File: src/rtl/alu_16bit.sv
// Clocked 16-bit execute-stage ALU: decodes op_dec and registers the result,
// memory store word, output-port word and carry/zero flags.
module alu_16bit #(
    parameter int WIDTH = 16
) (
    input  logic             clk,
    input  logic             reset,
    input  logic [WIDTH-1:0] A,
    input  logic [WIDTH-1:0] B,
    input  logic [5:0]       op_dec,
    input  logic [WIDTH-1:0] data_in,
    output logic [WIDTH-1:0] ans_ex,
    output logic [WIDTH-1:0] DM_data,
    output logic [WIDTH-1:0] data_out,
    output logic [1:0]       flag_ex
);

    localparam logic [5:0] OP_ADD = 6'd1;
    localparam logic [5:0] OP_ADI = 6'd2;
    localparam logic [5:0] OP_SUB = 6'd3;
    localparam logic [5:0] OP_SBI = 6'd4;
    localparam logic [5:0] OP_AND = 6'd5;
    localparam logic [5:0] OP_ANI = 6'd6;
    localparam logic [5:0] OP_OR  = 6'd7;
    localparam logic [5:0] OP_ORI = 6'd8;
    localparam logic [5:0] OP_XOR = 6'd9;
    localparam logic [5:0] OP_XRI = 6'd10;
    localparam logic [5:0] OP_NOT = 6'd11;
    localparam logic [5:0] OP_INC = 6'd12;
    localparam logic [5:0] OP_DEC = 6'd13;
    localparam logic [5:0] OP_SHL = 6'd14;
    localparam logic [5:0] OP_SHR = 6'd15;
    localparam logic [5:0] OP_SRA = 6'd16;
    localparam logic [5:0] OP_ROL = 6'd17;
    localparam logic [5:0] OP_ROR = 6'd18;
    localparam logic [5:0] OP_MOV = 6'd19;
    localparam logic [5:0] OP_MVI = 6'd20;
    localparam logic [5:0] OP_CMP = 6'd21;
    localparam logic [5:0] OP_LD  = 6'd22;
    localparam logic [5:0] OP_ST  = 6'd23;
    localparam logic [5:0] OP_OUT = 6'd24;
    localparam logic [5:0] OP_NEG = 6'd25;
    localparam logic [5:0] OP_ADC = 6'd26;
    localparam logic [5:0] OP_SBB = 6'd27;
    localparam logic [5:0] OP_MUL = 6'd28;

    logic        cin;
    logic [3:0]  sh;
    logic [16:0] shr_ext;
    logic [16:0] sra_ext;
    logic [15:0] rol_val;
    logic [15:0] ror_val;
    logic [31:0] prod;
    logic [16:0] res;
    logic        upd_r;
    logic        upd_f;

    assign cin = flag_ex[1];
    assign sh  = B[3:0];

    // Right shifts carry a guard bit below bit 0 so it ends up holding the last bit shifted out.
    assign shr_ext = {A, 1'b0} >> sh;
    assign sra_ext = $signed({A, 1'b0}) >>> sh;
    assign rol_val = (A << sh) | (A >> (5'd16 - {1'b0, sh}));
    assign ror_val = (A >> sh) | (A << (5'd16 - {1'b0, sh}));
    assign prod    = {16'h0000, A} * {16'h0000, B};

    // res[16] is the C flag for every op; res[15:0] is the result word.
    always_comb begin
        res   = '0;
        upd_r = 1'b1;
        upd_f = 1'b1;
        case (op_dec)
            OP_ADD: res = {1'b0, A} + {1'b0, B};
            OP_ADI: res = {1'b0, A} + {1'b0, data_in};
            OP_SUB: res = {1'b0, A} - {1'b0, B};
            OP_SBI: res = {1'b0, A} - {1'b0, data_in};
            OP_AND: res = {1'b0, A & B};
            OP_ANI: res = {1'b0, A & data_in};
            OP_OR:  res = {1'b0, A | B};
            OP_ORI: res = {1'b0, A | data_in};
            OP_XOR: res = {1'b0, A ^ B};
            OP_XRI: res = {1'b0, A ^ data_in};
            OP_NOT: res = {1'b0, ~A};
            OP_INC: res = {1'b0, A} + 17'd1;
            OP_DEC: res = {1'b0, A} - 17'd1;
            OP_SHL: res = {1'b0, A} << sh;
            OP_SHR: res = {shr_ext[0], shr_ext[16:1]};
            OP_SRA: res = {sra_ext[0], sra_ext[16:1]};
            OP_ROL: res = {1'b0, rol_val};
            OP_ROR: res = {1'b0, ror_val};
            OP_MOV: res = {1'b0, B};
            OP_MVI: res = {1'b0, data_in};
            OP_CMP: begin
                res   = {1'b0, A} - {1'b0, B};
                upd_r = 1'b0;
            end
            OP_LD:  res = {1'b0, data_in};
            OP_NEG: res = 17'd0 - {1'b0, A};
            OP_ADC: res = {1'b0, A} + {1'b0, B} + {16'h0000, cin};
            OP_SBB: res = {1'b0, A} - {1'b0, B} - {16'h0000, cin};
            OP_MUL: res = {|prod[31:16], prod[15:0]};
            default: begin
                upd_r = 1'b0;
                upd_f = 1'b0;
            end
        endcase
    end

    always_ff @(posedge clk or negedge reset) begin
        if (!reset) begin
            ans_ex   <= '0;
            DM_data  <= '0;
            data_out <= '0;
            flag_ex  <= '0;
        end else begin
            if (upd_r) ans_ex <= res[15:0];
            if (upd_f) flag_ex <= {res[16], res[15:0] == 16'h0000};
            if (op_dec == OP_ST)  DM_data  <= A;
            if (op_dec == OP_OUT) data_out <= A;
        end
    end

endmodule

File: config.mk
export PLATFORM = sky130hd
export DESIGN_NAME = alu_16bit
export DESIGN_NICKNAME = d
export VERILOG_FILES = /design/src/rtl/alu_16bit.sv
export SDC_FILE = /design/constraint.sdc
export NUM_CORES = 1
export LEC_CHECK = 0
export ABC_AREA = 1
export BUFFER_PORTS_ARGS = -buffer_cell sky130_fd_sc_hd__buf_2
export CAP_MARGIN = 25
export CORE_MARGIN = 2
export CORE_UTILIZATION = 55
export DETAILED_ROUTE_END_ITERATION = 8
export PLACE_DENSITY = 0.71
export REMOVE_ABC_BUFFERS = 1
export SETUP_SLACK_MARGIN = 0.15
export SYNTH_ARGS = -nofsm -noshare
export SYNTH_HDL_FRONTEND = slang
export SYNTH_SLANG_ARGS = --single-unit
export TNS_END_PERCENT = 30
File: constraint.sdc
create_clock -name clk -period 3.2 [get_ports clk]
set_input_delay 0.16 -clock clk [delete_from_list [all_inputs] [get_ports clk]]
set_output_delay 0.16 -clock clk [all_outputs]
set_load 0.05 [all_outputs]
==> impl_metrics.yaml, run 1 <==
yosys:
  synth_top_area_cell: "nand2_1"
  synthCells: 3560
  synth-compound-area-share: 0.0880
  synth_edf_count: 0
  synth_most_common_cell: "nand2_1"
  ys_types: 55
  synthAdderAreaFrac: 0.285
  synthSimpleGateAreaFrac: 0.415
  synth_xor_area_frac: 0.0134
  synthArstFlopShare: 1.00
  ys_top_cells_by_count: "nand2_1 (1219), inv_1 (569), nand3_1 (406)"
  synth-seq-area-share: 0.0599
  synth.area.top_cells: "nand2_1 (22%), fa_1 (19%), inv_1 (10%)"
  synth_area_mm2: 0.0209
  synth_ff_type: "dfrtp_1"
  ys.warnings.count: 0
  synth_top_family_by_area: "simple AND/OR/NAND/NOR gates"
  synth.area.mux_share: 0
  yosys.area.top_type_share: 0.219
  synth-seq-cells: 50
  postSynthAreaPerCell_um2: 5.87
cts:
  numCtsBuffers: 5
  cts-root-buf: "clkbuf_16"
  cts_sinks: 50
  htreeDepth: 2
  clk_path_buf_depth: 2
  cts_hold_buffers: 0
run_status:
  stop_stage: "5_1_grt"
  error: "[ERROR GRT-0116] Global routing finished with congestion. Check the congestion regions in the DRC Viewer."
  outcome: "stopped before the end"
place:
  portBuffers: 105
  place_congestion: 1.11
  post-place-ws_ns: -2.68
  dp_cells: 4565
  dp_hpwl_um: 83200
floorplanning:
  ios: 106
  initial_core_util: 0.557
  die_h_um: 199
  rows: 71
  fp.dieW_um: 199
global_route:
  track_usage: 0.689
  grt_pass1_vias: 31097
  grt_pass1_wl_um: 200000
  grt_max_degree: 42
  grt_overflow_total: 11
[timing repair]
action                     4_1_cts
setup buffers                   15
gates resized for setup        221
pin swaps                      103
setup endpoints to repair       18
[kinds of logic after synthesis]
kind of cell,count (synthesis)
DFF,50
AOI/OAI and AO/OA,336
adders and majority gates,357
xor gates and xnor gates,31
and+or+nand+nor,2050
buffers and inverters,736
[through the flow]
step | area (um2) | setup TNS (ns) | util
global placement | 25400 | -30.64 | 0.678
detailed placement | 25400 | -33.03 | 0.678
CTS | 26500 | -22.74 | 0.707
floorplan | 20200 | -16.57 | -
[metal layers]
| metal | overflow | global-route usage |
|---|---|---|
| met5 | 0 | 0.189 |
| met4 | 6 | 0.642 |
| met3 | 0 | 0.490 |
| met2 | 5 | 0.875 |
| met1 | 0 | 0.721 |
==> run 2: changes to the inputs <==
Settings changed: CORE_UTILIZATION 55 to 40, PLACE_DENSITY 0.71 to not set, PLACE_DENSITY_LB_ADDON set to 0.15, SETUP_SLACK_MARGIN 0.15 to not set.
==> run 2 against run 1 <==
  * The flow now finishes, with violations (negative setup slack)
  * Synthesized cell count unchanged
  * Synthesized area unchanged
==> impl_metrics.yaml, run 2 <==
run_status:
  outcome: "finished with violations"
  failed_checks: "negative setup slack"
cts:
  htreeDepth: 2
  cts_sinks: 50
  clk_latency_ns: 0.32
  cts-root-buf: "clkbuf_16"
  clk_path_buf_depth: 2
  numCtsBuffers: 5
  cts_tree: "yes"
  clk_pin_slew_ns: 0.09
yosys:
  synthCells: 3560
  synthArstFlopShare: 1.00
  synth_most_common_cell: "nand2_1"
  synth.area.top_cells: "nand2_1 (22%), fa_1 (19%), inv_1 (10%)"
  synth-seq-area-share: 0.0599
  synth-seq-cells: 50
  yosys.area.top_type_share: 0.219
  synth_edf_count: 0
  ys_top_cells_by_count: "nand2_1 (1219), inv_1 (569), nand3_1 (406)"
  synth_area_mm2: 0.0209
  ys_types: 55
  postSynthAreaPerCell_um2: 5.87
  synth_top_area_cell: "nand2_1"
  synth_ff_type: "dfrtp_1"
  ys.warnings.count: 0
global_route:
  grt_max_degree: 42
  grt_pass1_vias: 24283
  grt_pass1_wl_um: 143000
  grt_overflow_total: 0
  track_usage: 0.350
  antenna_found_initial: 0
floorplanning:
  initial_core_util: 0.405
  coreArea_mm2: 0.0515
  fp.dieW_um: 233
  dieArea_mm2: 0.0541
  die_h_um: 233
  rows: 83
  ios: 106
min_path:
  holdPathEnd: "ans_ex[10]"
  holdCritPathClass: "flop to flop"
  min_path_cells: 2
  holdCritStartpoint: "ans_ex[10]"
route:
  drc: 0
  wl_per_cell_um: 19.7
  postRouteAntennaNets: 0
  dr.pass1.iters: 8
  via_per_inst: 5.31
  dr.first_iter.drc_count: 2704
  wirelength_um: 94700
  num_vias: 25512
finish:
  final_cell_mix: "nand2_1 (1187), buf_4 (576), inv_1 (560), nand3_1 (396), nor2_1 (261)"
  drive_gt1_frac: 0.223
  diodes: 0
  area_delta_synth_final_pct: 30.7
  largestRegisters: "DM_data (16), ans_ex (16), data_out (16)"
  final_common_cell: "nand2_1"
  fin_cells: 4805
  nNetsFinal: 4537
  final_area_mm2: 0.0273
setup_path:
  end_kind: "flop"
  startpoint_type: "primary input"
  timing.rr.end: "flag_ex[0]"
  criticalPathCategory: "primary input to flop"
  slowest_delay_ns: 0.50
  r2r_cells: 19
  cpMostUsedCell: "fa_1"
  crit_fanout: 7
  crit_arrival_ns: 5.45
  reg2reg_setup_slack_ns: 0.32
  r2r_start: "flag_ex[1]"
  crit_path_start: "A[7]"
  required_ns: 3.40
  crit_slowest_cell: "fa_1"
timing:
  max_freq_ghz: 0.190
  worst_pin_slew_ns: 0.952
  hold_viol: 0
  setup_viol: 14
  slew_headroom: 0.364
  finalCritPeriodShare: 1.64
  skew_ns: 0.0156
  final_max_slew_viol_count: 0
  layout_setup_ws_ns: -2.05
  rsz0062_at_grt: "true"
  min_period_ns: 5.25
place:
  dp_hpwl_um: 79800
  dp_cells: 4786
  placed_area_mm2: 0.0261
  place_congestion: 1.04
  portBuffers: 105
power:
  power_density_mw_per_mm2: 879
  leakage_nw: 15.5
  ir_drop_mv: 1.69
run:
  drv_cap: 0
run 2: cell counts after synthesis:
No cell type changed its count.
run 2: worst max path at each step:
stage                            end  slack, ns  cells after the start
after floorplan           flag_ex[1]      -1.90                     26
after global placement    flag_ex[0]      -2.65                     26
after detailed placement  flag_ex[0]      -2.74                     26
after CTS                 flag_ex[1]      -2.05                     31
after global routing      flag_ex[1]      -2.32                     31
final                     flag_ex[1]      -2.05                     29
run 2: final cells by class:
class / count / area (um2)
fillers: 5496 / 24200
well taps: 680 / 851
clock inverters: 2 / 12.5
flip-flops and latches: 50 / 1250
repair buffers: 704 / 5500
inverters: 589 / 2220
multi-input cells: 2774 / 17300
clock buffers: 6 / 139
run 2: through the flow:
stage / setup TNS [ns] / hold slack (ns) / setup WS (ns) / power, mW / util
2_1_floorplan: -16.57 / -0.136 / -1.90 / 11.5 / -
3_3_place_gp: -31.85 / 0.325 / -2.65 / 19.5 / 0.507
3_5_place_dp: -32.57 / 0.322 / -2.74 / 19.5 / 0.507
4_1_cts: -23.12 / 0.479 / -2.05 / 22.7 / 0.526
5_1_grt: -26.19 / 0.506 / -2.32 / 26.4 / 0.530
6_report: -23.03 / 0.479 / -2.05 / 24.0 / 0.530
run 2: cell families after synthesis:
| kind of cell | synth area share |
|---|---|
| simple gates | 0.415 |
| buf+inv | 0.139 |
| fa+ha+maj | 0.285 |
| compound gates | 0.0880 |
| flops | 0.0599 |
| xor+xnor | 0.0134 |
run 2: metal layers:
layer,vias to the layer above,track usage,wire length [um]
met5,-,0,0
met4,0,0.204,6880
met3,264,0.0479,7850
met2,1180,0.551,41200
met1,11840,0.457,38800
li1,12228,-,-
run 2: report_power, final:
group          total [mW]  leakage (nW)  internal (mW)  switching, mW
Clock               0.601        0.0729          0.312          0.289
Sequential          0.839         0.652          0.765         0.0743
Combinational        22.6          14.8           10.4           12.2
run 2: repair_timing:
| action | 4_1_cts | 5_1_grt |
|---|---|---|
| setup endpoints to repair | 15 | 15 |
| endpoints found under the hold margin | 15 | 0 |
| pin swaps | 77 | 38 |
| hold buffers | 1 | 0 |
| gates resized for setup | 180 | 63 |
| gates cloned | 1 | 0 |
| setup buffers | 10 | 1 |
run 2: worst max-delay path: cells and delay by family:
kind | cells | cell delay, ns
fa+ha+maj | 7 | 3.19
simple gates | 10 | 0.90
buf+inv | 9 | 0.74
compound gates | 2 | 0.28
xor+xnor | 1 | 0.15
No activity file was read; power rests on OpenSTA's default activity.
